===== config.mk =====
export PLATFORM = sky130hd
export DESIGN_NAME = mac_accumulator
export DESIGN_NICKNAME = d
export VERILOG_FILES = /design/src/rtl/mac_accumulator.sv
export SDC_FILE = /design/constraint.sdc
export NUM_CORES = 1
export LEC_CHECK = 0
export CAP_MARGIN = 40
export CORE_ASPECT_RATIO = 1.5
export CORE_MARGIN = 8
export CORE_UTILIZATION = 56
export DETAILED_ROUTE_END_ITERATION = 6
export PLACE_DENSITY = 0.78
export RECOVER_POWER = 50
export SLEW_MARGIN = 20
export SYNTH_ARGS = -nofsm -noshare
export SYNTH_HDL_FRONTEND = slang
export SYNTH_SLANG_ARGS = --single-unit

===== constraint.sdc =====
create_clock -name clk -period 2.9 [get_ports clk]
set_clock_uncertainty 0.05 [all_clocks]
set_input_delay 0.58 -clock clk [delete_from_list [all_inputs] [get_ports clk]]
set_output_delay 0.58 -clock clk [all_outputs]
set_load 0.05 [all_outputs]

===== src/rtl/mac_accumulator.sv =====
// mac_accumulator: streaming signed multiply-accumulate for one neuron output.
// Three-stage pipeline: multiply, accumulate N_TERMS products, scale and
// saturate to Q(OUT_WIDTH-OUT_FRACTION).OUT_FRACTION.
// Optional build macro MAC_ROUND_EN: round half toward +inf before the shift
// (undefined: plain floor truncation). Latency is the same either way.
//
// Handshake: in_valid qualifies x/w for exactly the cycle it is high; there is
// no ready, every valid term is taken. out_ready is a one-cycle strobe that
// marks out (and sat) as new; the consumer must take every strobe.
module mac_accumulator #(
    parameter int DATA_WIDTH      = 12,
    parameter int DATA_FRACTION   = 10,
    parameter int WEIGHT_WIDTH    = 8,
    parameter int WEIGHT_FRACTION = 6,
    parameter int N_TERMS         = 16,
    parameter int ACC_WIDTH       = 32,
    parameter int OUT_WIDTH       = 16,
    parameter int OUT_FRACTION    = 12
) (
    input  logic                        clk,
    input  logic                        rst_n,
    input  logic                        in_valid,
    input  logic signed [DATA_WIDTH-1:0]   x,
    input  logic signed [WEIGHT_WIDTH-1:0] w,
    output logic signed [OUT_WIDTH-1:0] out,
    output logic                        out_ready,
    output logic                        sat,
    output logic                        busy
);

    localparam int PROD_W = DATA_WIDTH + WEIGHT_WIDTH;
    localparam int SHIFT  = DATA_FRACTION + WEIGHT_FRACTION - OUT_FRACTION;
    localparam int CNT_W  = (N_TERMS > 1) ? $clog2(N_TERMS) : 1;
    localparam int EXT_W  = ACC_WIDTH + 1;

    logic signed [PROD_W-1:0]    prod_q;
    logic                        prod_v;
    logic [CNT_W-1:0]            cnt;
    logic signed [ACC_WIDTH-1:0] acc;
    logic                        done_v;

    logic signed [ACC_WIDTH-1:0] prod_ext;
    logic signed [EXT_W-1:0]     rounded;
    logic signed [EXT_W-1:0]     scaled;
    logic                        pos_ovf;
    logic                        neg_ovf;
    logic signed [OUT_WIDTH-1:0] sat_val;

    assign prod_ext = {{(ACC_WIDTH-PROD_W){prod_q[PROD_W-1]}}, prod_q};

    // One extra bit of headroom so the rounding add can never wrap.
`ifdef MAC_ROUND_EN
    localparam logic [EXT_W-1:0] RND = (EXT_W'(1) << SHIFT) >> 1;
    assign rounded = {acc[ACC_WIDTH-1], acc} + $signed(RND);
`else
    assign rounded = {acc[ACC_WIDTH-1], acc};
`endif

    assign scaled  = rounded >>> SHIFT;
    // Overflow when the bits above the output sign bit disagree with the sign.
    assign pos_ovf = !scaled[EXT_W-1] && (|scaled[EXT_W-2:OUT_WIDTH-1]);
    assign neg_ovf =  scaled[EXT_W-1] && !(&scaled[EXT_W-2:OUT_WIDTH-1]);

    // Clamp the scaled sum to the output range.
    always_comb begin
        sat_val = scaled[OUT_WIDTH-1:0];
        if (pos_ovf) begin
            sat_val = {1'b0, {(OUT_WIDTH-1){1'b1}}};
        end else if (neg_ovf) begin
            sat_val = {1'b1, {(OUT_WIDTH-1){1'b0}}};
        end
    end

    // Stage 1: register the signed product of the incoming term.
    always_ff @(posedge clk or negedge rst_n) begin
        if (!rst_n) begin
            prod_q <= '0;
            prod_v <= 1'b0;
        end else begin
            prod_v <= in_valid;
            if (in_valid) begin
                prod_q <= x * w;
            end
        end
    end

    // Stage 2: accumulate; the first term of a vector loads acc directly.
    always_ff @(posedge clk or negedge rst_n) begin
        if (!rst_n) begin
            acc    <= '0;
            cnt    <= '0;
            done_v <= 1'b0;
        end else begin
            done_v <= 1'b0;
            if (prod_v) begin
                if (cnt == '0) begin
                    acc <= prod_ext;
                end else begin
                    acc <= acc + prod_ext;
                end
                if (cnt == CNT_W'(N_TERMS-1)) begin
                    cnt    <= '0;
                    done_v <= 1'b1;
                end else begin
                    cnt <= cnt + CNT_W'(1);
                end
            end
        end
    end

    // Stage 3: publish the finished sum; out holds between results.
    always_ff @(posedge clk or negedge rst_n) begin
        if (!rst_n) begin
            out       <= '0;
            out_ready <= 1'b0;
            sat       <= 1'b0;
        end else begin
            out_ready <= done_v;
            sat       <= done_v && (pos_ovf || neg_ovf);
            if (done_v) begin
                out <= sat_val;
            end
        end
    end

    assign busy = (cnt != '0) || prod_v || done_v;

endmodule


* After elaboration in Yosys (flattened, before gate mapping)
Index checks and enable logic that the tools add are counted.
** Cells by class
- Multiplexer cells :: 6
- Equality and inequality tests :: 1
- Shift operators :: 0
- $lt $le $gt $ge :: 0
- Reduce and logical (&&, ||, !) cells :: 12
- $add $sub $neg :: 2
- $mul :: 1
- Bitwise operators :: 0
- Divide/modulo/power cells :: 0
** Operators by type and width (number)
- 32-bit by 20-bit adder with 32-bit output :: 1
- 16-bit 2-to-1 mux :: 2
- 32-bit 2-to-1 mux :: 1
- 12-bit by 8-bit multiplier with 20-bit output :: 1
- 13-bit AND reduction :: 1
- 13-bit OR reduction :: 1
- 4-bit by 1-bit adder with 4-bit output (second input constant) :: 1
- 4-bit == test (second input constant) :: 1
- 4-bit logical NOT :: 1
- 4-bit 2-to-1 mux :: 1
- 4-bit nonzero test :: 1
- 1-bit logical AND :: 3
- 1-bit logical OR :: 3
- 1-bit logical NOT :: 2
- 1-bit 2-to-1 mux :: 2
** Storage, ports and cells
- Bits in registers :: 76
- Memory bits (read-only) :: 0
- Input port bits :: 23
- Bits in latches :: 0
- RAM bits :: 0
- Memories kept :: 0

* Depth between registers and ports, before layout
- Depth after elaboration :: 5
- Mapped depth :: 21
- Mapped depth without buffers :: 20

* Worst setup path before layout
OpenSTA, ideal clock, no wires.
- Path kind :: input -> register
- Start :: input w[2]
- End :: register prod_q[18]
- Cell stages on the path :: 20
- Arrival time :: 4882 ps
- Setup time :: 95 ps
- Slack :: -2127 ps
- Required time :: 2755 ps
- Cell sequence :: clkbuf_1 -> and2_1 -> fa_1 -> inv_1 -> fa_1 -> inv_1 -> fa_1 -> inv_1 -> fa_1 -> inv_1 -> ha_1 -> o21ai_1 -> a21boi_1 -> o21a_1 -> o21ai_1 -> a21oi_1 -> o31ai_1 -> a2111o_1 -> and3_1 -> o31ai_1
** Between the ends
- Longest elaborated chain between the ends :: 1
** RTL lines
- from (decl) :: line 24 : input logic signed [WEIGHT_WIDTH-1:0] w,
- 12-bit by 8-bit multiplier with 20-bit output :: line 82 : prod_q <= x * w;
- to (signal assigned) :: line 82
- to (decl) :: line 36 : logic signed [PROD_W-1:0] prod_q;
Every way passes these cells.
A chain may end at the register's enable or synchronous reset.

* Worst setup path in the final report
- Start :: input w[5]
- End :: register prod_q[19]
Same word-level chain as after synthesis.

==> results.yml <==
drt:
  wl_met2_mm: 11.9
  m1WireLength_mm: 7.99
  viasPerCell: 5.64
  highest_layer: "met4"
  drtIter0Drc: 361
  drt-pass1-iter-count: 5
  antenna_left: 0
  dr_wl_met3_um: 626
  detail_route.wl_per_cell_um: 16.5
  wirelength_mm: 21.5
  drcViolationCount: 0
  vias: 7346
power_and_ir_drop:
  p_leak_nw: 5.03
  swShare_pct: 47.2
  p_comb_share_pct: 76.5
  p_clk_share_pct: 8.9
  intPower_mw: 7.35
  seq_power_share_pct: 14.6
  ir_worst_vdd_mv: 0.650
  p_per_area_nw_per_um2: 1310
  power.switching_mw: 6.58
setup_path:
  start_kind: "primary input"
  cpMostUsedCell: "fa_1"
  cp_cell_sequence: "buf_4, buf_4, and2_1, fa_1, fa_1, fa_1, inv_1, fa_1, inv_1, ha_4, nand2_1, o211ai_1, nand2_1, o2111ai_1, a21oi_1, xnor2_1, mux2_4"
  slowest_stage: "fa_1"
  required_ns: 3.07
  path_class: "primary input to flop"
  endpoint_kind: "flop"
  critPathArrivalTime_ns: 4.80
  slowest_delay_ns: 0.55
  crit_fanout: 6
outcome:
  violations: "negative setup slack"
  outcome: "finished, violations left"
sta:
  finalCriticalPeriod_ns: 4.63
  rsz0062_at_grt: "true"
  period_share_pct: 160
  maxSlewHeadroom_pct: 10.8
  fin_ws_ns: -1.73
  setup_viol: 18
  hold_violations: 0
  tightest_slew_ns: 1.34
  slew_violations: 0
  max_freq_mhz: 216
floorplan:
  io_pins: 42
  die_area_um2: 19200
  num_rows: 54
  initial_core_util_pct: 57.2
  die_x_um: 116
  core_um2: 14600
  die_h_um: 166
final_layout:
  synthToLayoutAreaGrowth_pct: 27.6
  post-route-util_pct: 73.0
  antenna_cells: 0
  drive_gt1_share_pct: 24.4
  fin_nets: 1275
clocking:
  clock_path_buffers: 2
  cts_sinks: 76
  clk_latency_ns: 0.34
  clk_pin_slew_worst_paths_ns: 0.06
  cts_tree: "yes"
  clock-root-buffer: "clkbuf_16"
  htree_levels: 3
  cts_buffers: 9
place:
  routabilityCongestion: 0.925
  port_buffers: 41
  dp_hpwl_mm: 16.0
  dp_slack_ns: -2.58
synthesis:
  ys_seq_area_share_pct: 22.8
  synth.avg_cell_area_um2: 8.63
  ys_ff_latch: 76
  postSynthCellCount: 968
  syn-cell-area_um2: 8350
  synth_cell_types: 66
  yosysWarnings: 0
  postSynthNetCount: 1141
  synth_edf_count: 0
  async_flop_share_pct: 100
  synth_ff_type: "dfrtp_1"
global_route:
  grt_max_degree: 52
  antenna_found_initial: 0
  grt_pass1_vias: 7756
  gr-usage-all-layers_pct: 23.4
  grt_pass1_wl_mm: 35.8
  overflow: 0
hold_path:
  hold_path.class: "flop to flop"
flow_run:
  drv_cap: 0
==> per-layer routing <==
layer | track usage (%) | vias to the layer above
li1 | - | 3463
met1 | 24.4 | 3599
met2 | 44.4 | 207
met3 | 2.11 | 77
met4 | 13.1 | 0
met5 | 0 | -
==> what timing repair did <==
| item | CTS | global route |
|---|---|---|
| setup buffers | 14 | 10 |
| endpoints found under the setup margin | 24 | 30 |
| hold buffers | 0 | 0 |
| resized for setup | 158 | 49 |
| cloned | 0 | 0 |
| pin swaps | 73 | 44 |
==> state kept, by name, summed over array words and instances, names as in the netlist <==
name and flops:
out_ready 1, sat 1, prod_q 20, out 16, acc 32, done_v 1, cnt 4, prod_v 1
==> critical path: cells and delay by family <==
kind | cells | cell delay, ns
compound gates | 3 | 0.58
xor+xnor | 1 | 0.14
fa+ha+maj | 5 | 2.40
buf+inv | 4 | 0.42
mux | 1 | 0.27
simple gates | 3 | 0.40
==> final cells by class <==
| type | instances | area (um^2) |
|---|---|---|
| sequential | 76 | 1900 |
| timing repair buffer | 153 | 1280 |
| fill | 1032 | 3940 |
| clock buffer | 10 | 229 |
| clock inverter | 6 | 97.6 |
| inverter | 150 | 568 |
| tap | 196 | 245 |
| multi-input combinational | 712 | 6340 |
==> power groups by stage <==
| stage | Combinational, mW | Sequential [mW] | Clock, mW |
|---|---|---|---|
| 6_report | 10.7 | 2.04 | 1.23 |
| 5_1_grt | 11.7 | 2.09 | 1.27 |
| 4_1_cts | 9.86 | 2.00 | 1.24 |
| 3_5_place_dp | 9.21 | 2.01 | 0 |
| 3_3_place_gp | 8.96 | 1.99 | 0 |
| 2_1_floorplan | 6.59 | 2.12 | 0 |
==> synthesized netlist by cell type (5+ instances only) <==
cell type  instances  area (um^2)
and3_1             5         31.3
a31oi_1            9         56.3
and2_1            58          363
nand2_1           80          300
nor4_1             5         31.3
a211oi_1           5         37.5
a21oi_1           66          330
o21a_1             7         52.6
fa_1              80         1600
o22ai_1           15         93.8
mux2_2            13          146
o21ai_0           28          140
ha_1              70          876
nand4_1            7         43.8
a21o_1            15          113
nand2b_1          12         75.1
dfrtp_1           76         1900
clkbuf_1          26         97.6
inv_1            149          559
or3_1              7         43.8
nor3_1            17         85.1
nand3_1           23          115
nor2_1            88          330
mux2i_1            7         70.1
nor2b_1            7         43.8
xor2_1             8         70.1
xnor2_1           27          236
==> layout by cell type, fill, tap and decap left out, types with 16 or more instances in the layout <==
cell type | netlist | final
ha_1 | 70 | 52
buf_6 | 0 | 23
a21oi_1 | 66 | 56
and2_1 | 58 | 43
nand3_1 | 23 | 23
nor2_1 | 88 | 83
ha_4 | 0 | 16
o21ai_0 | 28 | 21
fa_1 | 80 | 76
xnor2_1 | 27 | 23
nand2_1 | 80 | 75
buf_4 | 0 | 95
inv_1 | 149 | 137
dfrtp_1 | 76 | 75
clkdlybuf4s50_1 | 0 | 19
==> worst paths after layout <==
path / to / slack [ns] / start / depth (start not counted)
worst max-delay path: prod_q[19]$_DFFE_PN0P_ / -1.73 / w[5] / 17
worst min-delay path: out[15]$_DFFE_PN0P_ / 0.45 / out[15]$_DFFE_PN0P_ / 1
worst max register to register: acc[30]$_DFFE_PN0P_ / -0.07 / prod_q[0]$_DFFE_PN0P_ / 14
min in group asynchronous: prod_q[1]$_DFFE_PN0P_ / 0.46 / rst_n / 1
max in group asynchronous: out[6]$_DFFE_PN0P_ / 0.49 / rst_n / 2
worst min register to register: out[15]$_DFFE_PN0P_ / 0.45 / out[15]$_DFFE_PN0P_ / 1
==> cells by family (layout without fill, tap and decap cells) <==
group	count (synthesis)	in the layout	synth area share, %
simple gates	320	320	18.6
compound gates	187	187	14.6
buf+inv	180	319	8.09
fa+ha+maj	150	150	29.7
flops	76	76	22.8
xor+xnor	35	35	3.67
mux	20	20	2.59
==> stage by stage <==
step	total power, mW	area [um^2]	TNS [ns]	instances	hold WS, ns
finish	13.9	10700	-17.88	1303	0.455
global route	15.1	10700	-20.33	1303	0.481
CTS	13.1	10400	-17.48	1296	0.245
detailed placement	11.2	9740	-31.62	1268	0.444
global placement	11.0	9740	-30.31	1268	0.442
floorplan	8.71	8550	-19.15	968	0.234
Power figures use the tool's default switching activity.
